==> config.mk <==
export PLATFORM = sky130hd
export DESIGN_NAME = j_sine_phase_reader
export DESIGN_NICKNAME = d
export VERILOG_FILES = /design/src/rtl/j_sine_phase_reader.sv
export SDC_FILE = /design/constraint.sdc
export NUM_CORES = 1
export LEC_CHECK = 0
export BUFFER_PORTS_ARGS = -buffer_cell sky130_fd_sc_hd__buf_2
export CORE_MARGIN = 10
export CORE_UTILIZATION = 45
export DETAILED_ROUTE_END_ITERATION = 10
export PLACE_DENSITY_LB_ADDON = 0.3
export SKIP_LAST_GASP = 1
export SLEW_MARGIN = 40
export SYNTH_ARGS = -nofsm -noshare
export SYNTH_HDL_FRONTEND = slang
export SYNTH_SLANG_ARGS = --single-unit
==> constraint.sdc <==
create_clock -name sys_clk -period 3.3 [get_ports sys_clk]
set_input_delay 0.33 -clock sys_clk [delete_from_list [all_inputs] [get_ports sys_clk]]
set_output_delay 0.33 -clock sys_clk [all_outputs]
set_load 0.1 [all_outputs]
==> src/rtl/j_sine_phase_reader.sv <==
// Phase-stepping sine ROM sequencer: ADDR/CAPT/HOLD per sample, sample_valid 3 cycles after start.
// Backpressure: sample and sample_valid hold in HOLD until sample_ready; abort returns to IDLE at once.
module j_sine_phase_reader #(
    parameter int PHASE_W  = 22,
    parameter int ROM_AW   = 10,
    parameter int DATA_W   = 16,
    parameter int SIGN_EXT = 1
) (
    input  logic               sys_clk,
    input  logic               reset,
    input  logic               start,
    input  logic               abort,
    input  logic [PHASE_W-1:0] phase_init,
    input  logic [PHASE_W-1:0] phase_inc,
    input  logic [15:0]        count,
    output logic [ROM_AW-1:0]  roma,
    output logic               romen,
    input  logic [DATA_W-1:0]  rom_data,
    output logic [31:0]        sample,
    output logic               sample_valid,
    input  logic               sample_ready,
    output logic               busy,
    output logic               done
);

    typedef enum logic [1:0] {
        IDLE = 2'd0,
        ADDR = 2'd1,
        CAPT = 2'd2,
        HOLD = 2'd3
    } state_t;

    state_t             state;
    state_t             state_nxt;
    logic [PHASE_W-1:0] phase;
    logic [PHASE_W-1:0] phase_step;
    logic [15:0]        remaining;
    logic               ext_bit;
    logic [31:0]        sample_ext;

    assign ext_bit    = (SIGN_EXT != 0) ? rom_data[DATA_W-1] : 1'b0;
    assign sample_ext = {{(32-DATA_W){ext_bit}}, rom_data};

    always_ff @(posedge sys_clk) begin
        if (reset) begin
            state <= IDLE;
        end else begin
            state <= state_nxt;
        end
    end

    always_comb begin
        state_nxt = state;
        romen     = 1'b0;
        busy      = 1'b1;
        case (state)
            IDLE: begin
                busy = 1'b0;
                if (start && (count != 16'd0)) begin
                    state_nxt = ADDR;
                end
            end
            ADDR: begin
                romen     = 1'b1;
                state_nxt = CAPT;
            end
            CAPT: begin
                romen     = 1'b1;
                state_nxt = HOLD;
            end
            HOLD: begin
                if (sample_ready) begin
                    state_nxt = (remaining != 16'd0) ? ADDR : IDLE;
                end
            end
            default: state_nxt = IDLE;
        endcase
        // abort overrides every other transition, including a start in IDLE
        if (abort) begin
            state_nxt = IDLE;
        end
    end

    always_ff @(posedge sys_clk) begin
        if (reset) begin
            roma         <= '0;
            sample       <= '0;
            sample_valid <= 1'b0;
            done         <= 1'b0;
            phase        <= '0;
            phase_step   <= '0;
            remaining    <= '0;
        end else begin
            done <= 1'b0;
            if (abort) begin
                sample_valid <= 1'b0;
            end else begin
                case (state)
                    IDLE: begin
                        if (start) begin
                            phase      <= phase_init;
                            phase_step <= phase_inc;
                            remaining  <= count;
                            if (count != 16'd0) begin
                                roma <= phase_init[PHASE_W-1 -: ROM_AW];
                            end else begin
                                done <= 1'b1;
                            end
                        end
                    end
                    CAPT: begin
                        sample       <= sample_ext;
                        sample_valid <= 1'b1;
                        phase        <= phase + phase_step;
                        remaining    <= remaining - 16'd1;
                    end
                    HOLD: begin
                        if (sample_ready) begin
                            sample_valid <= 1'b0;
                            // phase was already advanced in CAPT, so this is the next address
                            if (remaining != 16'd0) begin
                                roma <= phase[PHASE_W-1 -: ROM_AW];
                            end else begin
                                done <= 1'b1;
                            end
                        end
                    end
                    default: ;
                endcase
            end
        end
    end

endmodule
### After elaboration in Yosys (flattened, before gate mapping)

Index checks and enable logic that the tools add are counted.

| word-level totals | value |
|---|---|
| input port bits | 81 |
| output and inout bits | 46 |
| word-level logic and storage cells | 56 |
| register bits | 90 |

| operators by class | value |
|---|---|
| eq/ne operators | 8 |
| multiplexer cells | 22 |
| reductions and logical operators | 15 |
| bitwise operators | 1 |
| add/subtract/negate cells | 2 |

Operators with widths:

| operator | number |
|---|---|
| one-hot mux 22 bit (2 select lines) | 1 |
| 2-to-1 mux 10 bit | 4 |
| one-hot mux 16 bit (2 select lines) | 1 |
| nonzero test 16 bit | 2 |
| adder 22 bit | 1 |
| 2-to-1 mux 22 bit | 1 |
| one-hot mux 10 bit (2 select lines) | 1 |
| 2-to-1 mux 16 bit | 1 |
| subtractor 16 x 1 -> 16 bit (second input constant) | 1 |
| inequality test 2 bit (second input constant) | 5 |
| 2-to-1 mux 1 bit | 8 |
| one-hot mux 2 bit (4 select lines) | 1 |
| AND reduction 2 bit | 3 |
| AND reduction 3 bit | 2 |
| AND reduction 6 bit | 1 |
| nonzero test 2 bit | 3 |
| equality test 2 bit (second input constant) | 2 |
| 2-to-1 mux 2 bit | 2 |
| one-hot mux 1 bit (2 select lines) | 2 |
| OR reduction 2 bit | 2 |
| equality test 2 x 1 -> 1 bit (second input constant) | 1 |
| zero test 2 bit | 1 |
| logical AND 1 bit | 1 |
| NOT 1 bit | 1 |

### Logic depth before layout (Yosys ltp)

| depth | value |
|---|---|
| depth after elaboration | 4 |
| mapped depth | 10 |
| gate-level depth less buffers | 9 |

### Worst setup path before layout

Ideal clock, no wire load.

| path | value |
|---|---|
| path kind | reg2reg |
| from | reg state[0] |
| to | reg roma[0] |
| required time | 3.214 ns |
| arrival time | 2.574 ns |
| setup slack | 0.640 ns |
| stages on the path, launching flop included | 10 |
| library setup time | 0.086 ns |
| period minus slack after synthesis | 2.660 ns |
| buffers on the path | 1 |
| path through | dfxtp_1 > inv_1 > ha_1 > inv_1 > o22ai_1 > or2_2 > a2111oi_0 > buf_2 > nor2_1 > a211oi_1 |

| on the way | value |
|---|---|
| cells in the longest elaborated chain, start to end | 3 |
| elaborated cells on any way between the ends | 9 |
| classes of those cells | 5 x eq/ne; 1 x mux; 3 x reduce/logical |

RTL lines:

| element | RTL line | text |
|---|---|---|
| start, declared | 33 | `state_t state;` |
| start signal, assigned | 48 | `state <= state_nxt;` |
| equality test 2 bit or zero test 2 bit (tied branches) | 98 | `case (state)` |
| inequality test 2 bit (no line) or nonzero test 2 bit (tied branches) | - |  |
| AND reduction 6 bit (no line) | - |  |
| end signal, assigned | 105 | `roma <= phase_init[PHASE_W-1 -: ROM_AW];` |
| end signal, assigned | 122 | `roma <= phase[PHASE_W-1 -: ROM_AW];` |
| end, declared | 16 | `output logic [ROM_AW-1:0] roma,` |

Parallel ways exist; a longest one is shown, timed or not.
A chain may end at the register's enable or synchronous reset.

### Final worst setup path

| path | value |
|---|---|
| from | reg phase[0] |
| to | reg phase[20] |

| on the way | value |
|---|---|
| cells in the longest elaborated chain, start to end | 2 |

RTL lines:

| element | RTL line | text |
|---|---|---|
| start, declared | 35 | `logic [PHASE_W-1:0] phase;` |
| start signal, assigned | 101 | `phase <= phase_init;` |
| start signal, assigned | 114 | `phase <= phase + phase_step;` |
| adder 22 bit | 114 |  |
| one-hot mux 22 bit (2 select lines) | 98 |  |

No other way between the ends.

==> flow_metrics.py <==
metrics = {
    "timing": {
        "skew_ns": 0.00637,
        "max_slew_margin": 0.499,
        "post-route-period-util": 0.866,
        "worstMarginPinSlew_ns": 0.749,
        "slew_viol_final": 0,
        "hold_ws_ns": 0.216,
        "setup_viol": 0,
        "rsz0062_at_grt": "no",
        "finalHoldViolCount": 0,
        "min_period_ns": 2.86,
        "fmax_mhz": 350,
        "setup_tns_ns": 0,
    },
    "min_path": {
        "worstHoldPathCells": 3,
        "min-delay-start": "rom_data[2]",
        "min_to": "sample[2]",
        "hp-class": "in2reg",
    },
    "global_routing": {
        "antenna_found_initial": 0,
        "track_usage": 0.172,
        "grt_pass1_wl_um": 23600,
        "grt_pass1_vias": 4879,
        "grt_start_max_net_pins": 57,
        "grt.overflow.total": 0,
    },
    "critical_path": {
        "r2r-start": "phase[0]",
        "critPathMaxFanout": 4,
        "crit_path_top_delay_cell": "fa_1",
        "rr_endpoint": "phase[20]",
        "criticalPathCategory": "reg2reg",
        "cpPeakStageDelay_ns": 0.44,
        "crit_arrival_ns": 3.09,
        "crit_chain": "ha_1, fa_1, a211oi_1, o21ai_2, and4_1, o211a_1, a31oi_1, xor2_1, a2111oi_0",
        "end_kind": "flip-flop",
        "regToRegSetupSlack_ns": 0.44,
        "start_kind": "flip-flop",
        "required_ns": 3.53,
        "reg2reg_depth": 9,
    },
    "place": {
        "place.detailed.hpwl_um": 10900,
        "io_buffers": 126,
        "place_congestion": 0.896,
    },
    "floorplanning": {
        "fp.dieArea_mm2": 0.0162,
        "fp-row-count": 39,
        "io_pins": 127,
        "coreArea_mm2": 0.0114,
        "die_w_um": 127,
        "start_util": 0.456,
        "die_h_um": 127,
    },
    "detailed_routing": {
        "antenna_left": 0,
        "route.detailed.drc": 0,
        "drtIter0Drc": 287,
        "drt-vias-per-instance": 5.58,
        "drt_wl_total_um": 14500,
        "dr_total_vias": 5002,
        "wl_per_cell_um": 16.2,
        "drt-pass1-iter-count": 4,
    },
    "synthesis": {
        "ys_ff_latch": 90,
        "muxShareOfSynthArea": 0.0309,
        "synth_top_family_by_area": "compound AO/OA/AOI/OAI gates",
        "yosysWarningCount": 0,
        "synth_ff_type": "dfxtp_1",
        "synth.top_cells.by_area": "dfxtp_1 (35%), nand2_1 (8.4%), a21oi_1 (7.5%)",
        "synth_simple_gate_area_share": 0.207,
        "yosysSeqAreaShare": 0.347,
        "synth.cell_area_mm2": 0.00518,
        "synthXorXnorAreaFrac": 0.0236,
        "synth_area_per_cell_um2": 7.86,
        "synth_fa_ha_area_frac": 0.0642,
        "synth_edf_count": 0,
        "synth.distinct_cells": 67,
        "synthCells": 660,
        "synth_top_area_frac": 0.347,
        "synthArstFlopShare": 0,
        "yosys.area.top_type": "dfxtp_1",
        "syn_nets": 767,
        "synth_compound_area_frac": 0.248,
    },
    "outcome": {
        "status": "complete, no violations",
    },
    "layout": {
        "seqCellArea_mm2": 0.00180,
        "layout_common_cells": "buf_2 (126), nand2_1 (116), dfxtp_1 (90)",
        "n_antenna_cell": 0,
        "final_layout_size_suffix_gt1_frac": 0.221,
        "final.fill_count": 1104,
        "syn_to_final_growth_pct": 16.0,
        "final_core_util": 0.529,
        "mostFrequentLayoutCell": "buf_2",
        "final_nets": 856,
        "multi_input_area_mm2": 0.00300,
    },
    "power": {
        "switchingPower_uw": 844,
        "p_leak_nw": 2.54,
        "ir_worst_vdd_mv": 0.227,
        "sequentialPowerShare": 0.433,
        "p_int_mw": 1.90,
        "combPwrFrac": 0.205,
        "power_density_mw_per_mm2": 457,
        "sw_frac_of_total": 0.307,
        "clkPwrFrac": 0.362,
        "finalPower_mw": 2.75,
    },
    "clock_tree": {
        "cts_buffers": 9,
        "postCtsSetupBuffers": 0,
        "clk_latency_ns": 0.35,
        "cts_tree": "done",
        "clkSlewWorstSetupHoldPaths_ns": 0.06,
        "cts_htree_levels": 3,
        "cts_resized": 0,
        "cts.sinks": 90,
        "clockBufferDepth": 2,
        "postCtsHoldBufs": 0,
        "ctsRootBufferMaster": "clkbuf_16",
    },
    "flow_run": {
        "drv_cap": 0,
    },
}
[cells by family after synthesis]
kind of cell	after synthesis
compound gates	201
xor+xnor	14
fa+ha+maj	26
buf+inv	72
flops	90
mux	16
simple gates	241
[area by class of cell]
type | count | area share
Clock buffer | 14 | 0.0455
Sequential cell | 90 | 0.300
Multi-Input combinational cell | 498 | 0.498
Inverter | 15 | 0.00936
Timing Repair Buffer | 135 | 0.116
Tap cell | 143 | 0.0297
Clock inverter | 2 | 0.00166
[metrics by stage]
stage | cells | worst slack [ns] | area [um^2]
after floorplan | 660 | 0.640 | 5180
after global placement | 881 | 0.497 | 5730
after detailed placement | 881 | 0.464 | 5730
after CTS | 897 | 0.450 | 6020
after global routing | 897 | 0.210 | 6020
final | 897 | 0.443 | 6020
[power groups by stage]
stage                     registers [mW]  clock network, mW  logic (mW)
after global routing                1.20               1.06       0.621
after CTS                           1.19               1.01       0.562
after detailed placement            1.21                  0       0.558
after floorplan                     1.29                  0       0.336
after global placement              1.21                  0       0.547
final                               1.19              0.994       0.564
[flip-flops by register name (all words and copies together) (netlist names)]
register,cells
phase,22
phase_step,22
remaining,16
sample,16
roma,10
state,2
done,1
sample_valid,1
[worst max-delay path, delay by kind of cell (launching register included)]
family          cells  cell delay [ns]
flops               1             0.31
compound gates      5             1.42
xor+xnor            1             0.08
fa+ha+maj           2             0.69
simple gates        1             0.24
[metal layers]
metal,wire (um),global-route usage,up-vias
met1,6760,0.224,2330
met5,0,0,-
met4,256,0.0670,0
li1,-,-,2516
met3,642,0.0339,23
met2,6870,0.274,133
[synth_stat cells, types with 4 or more instances]
cell / count
xnor2_1: 10
o22ai_1: 6
o211ai_1: 4
nand2_1: 116
inv_1: 14
dfxtp_1: 90
o21bai_1: 5
a21o_1: 8
nand3_1: 6
nand4_1: 6
a21oi_1: 78
a31oi_1: 7
mux2i_1: 16
buf_4: 16
or3_1: 5
nor3_1: 19
o21ai_0: 28
nor2_1: 59
clkbuf_1: 31
a2111oi_0: 6
a211oi_1: 27
ha_1: 25
a22oi_1: 4
clkbuf_8: 4
nand2b_1: 6
xor2_1: 4
nor4_1: 6
[how the worst max path moves through the flow]
stage	from	end	slack [ns]	cells after the start
2_1_floorplan	state[0]	roma[0]	0.64	9
6_report	phase[0]	phase[20]	0.44	9
4_1_cts	phase[0]	phase[20]	0.45	9
3_3_place_gp	phase[0]	phase[20]	0.50	9
3_5_place_dp	phase[0]	phase[20]	0.46	9
5_1_grt	phase[0]	phase[20]	0.21	9
(Power assumes the default switching activity.)
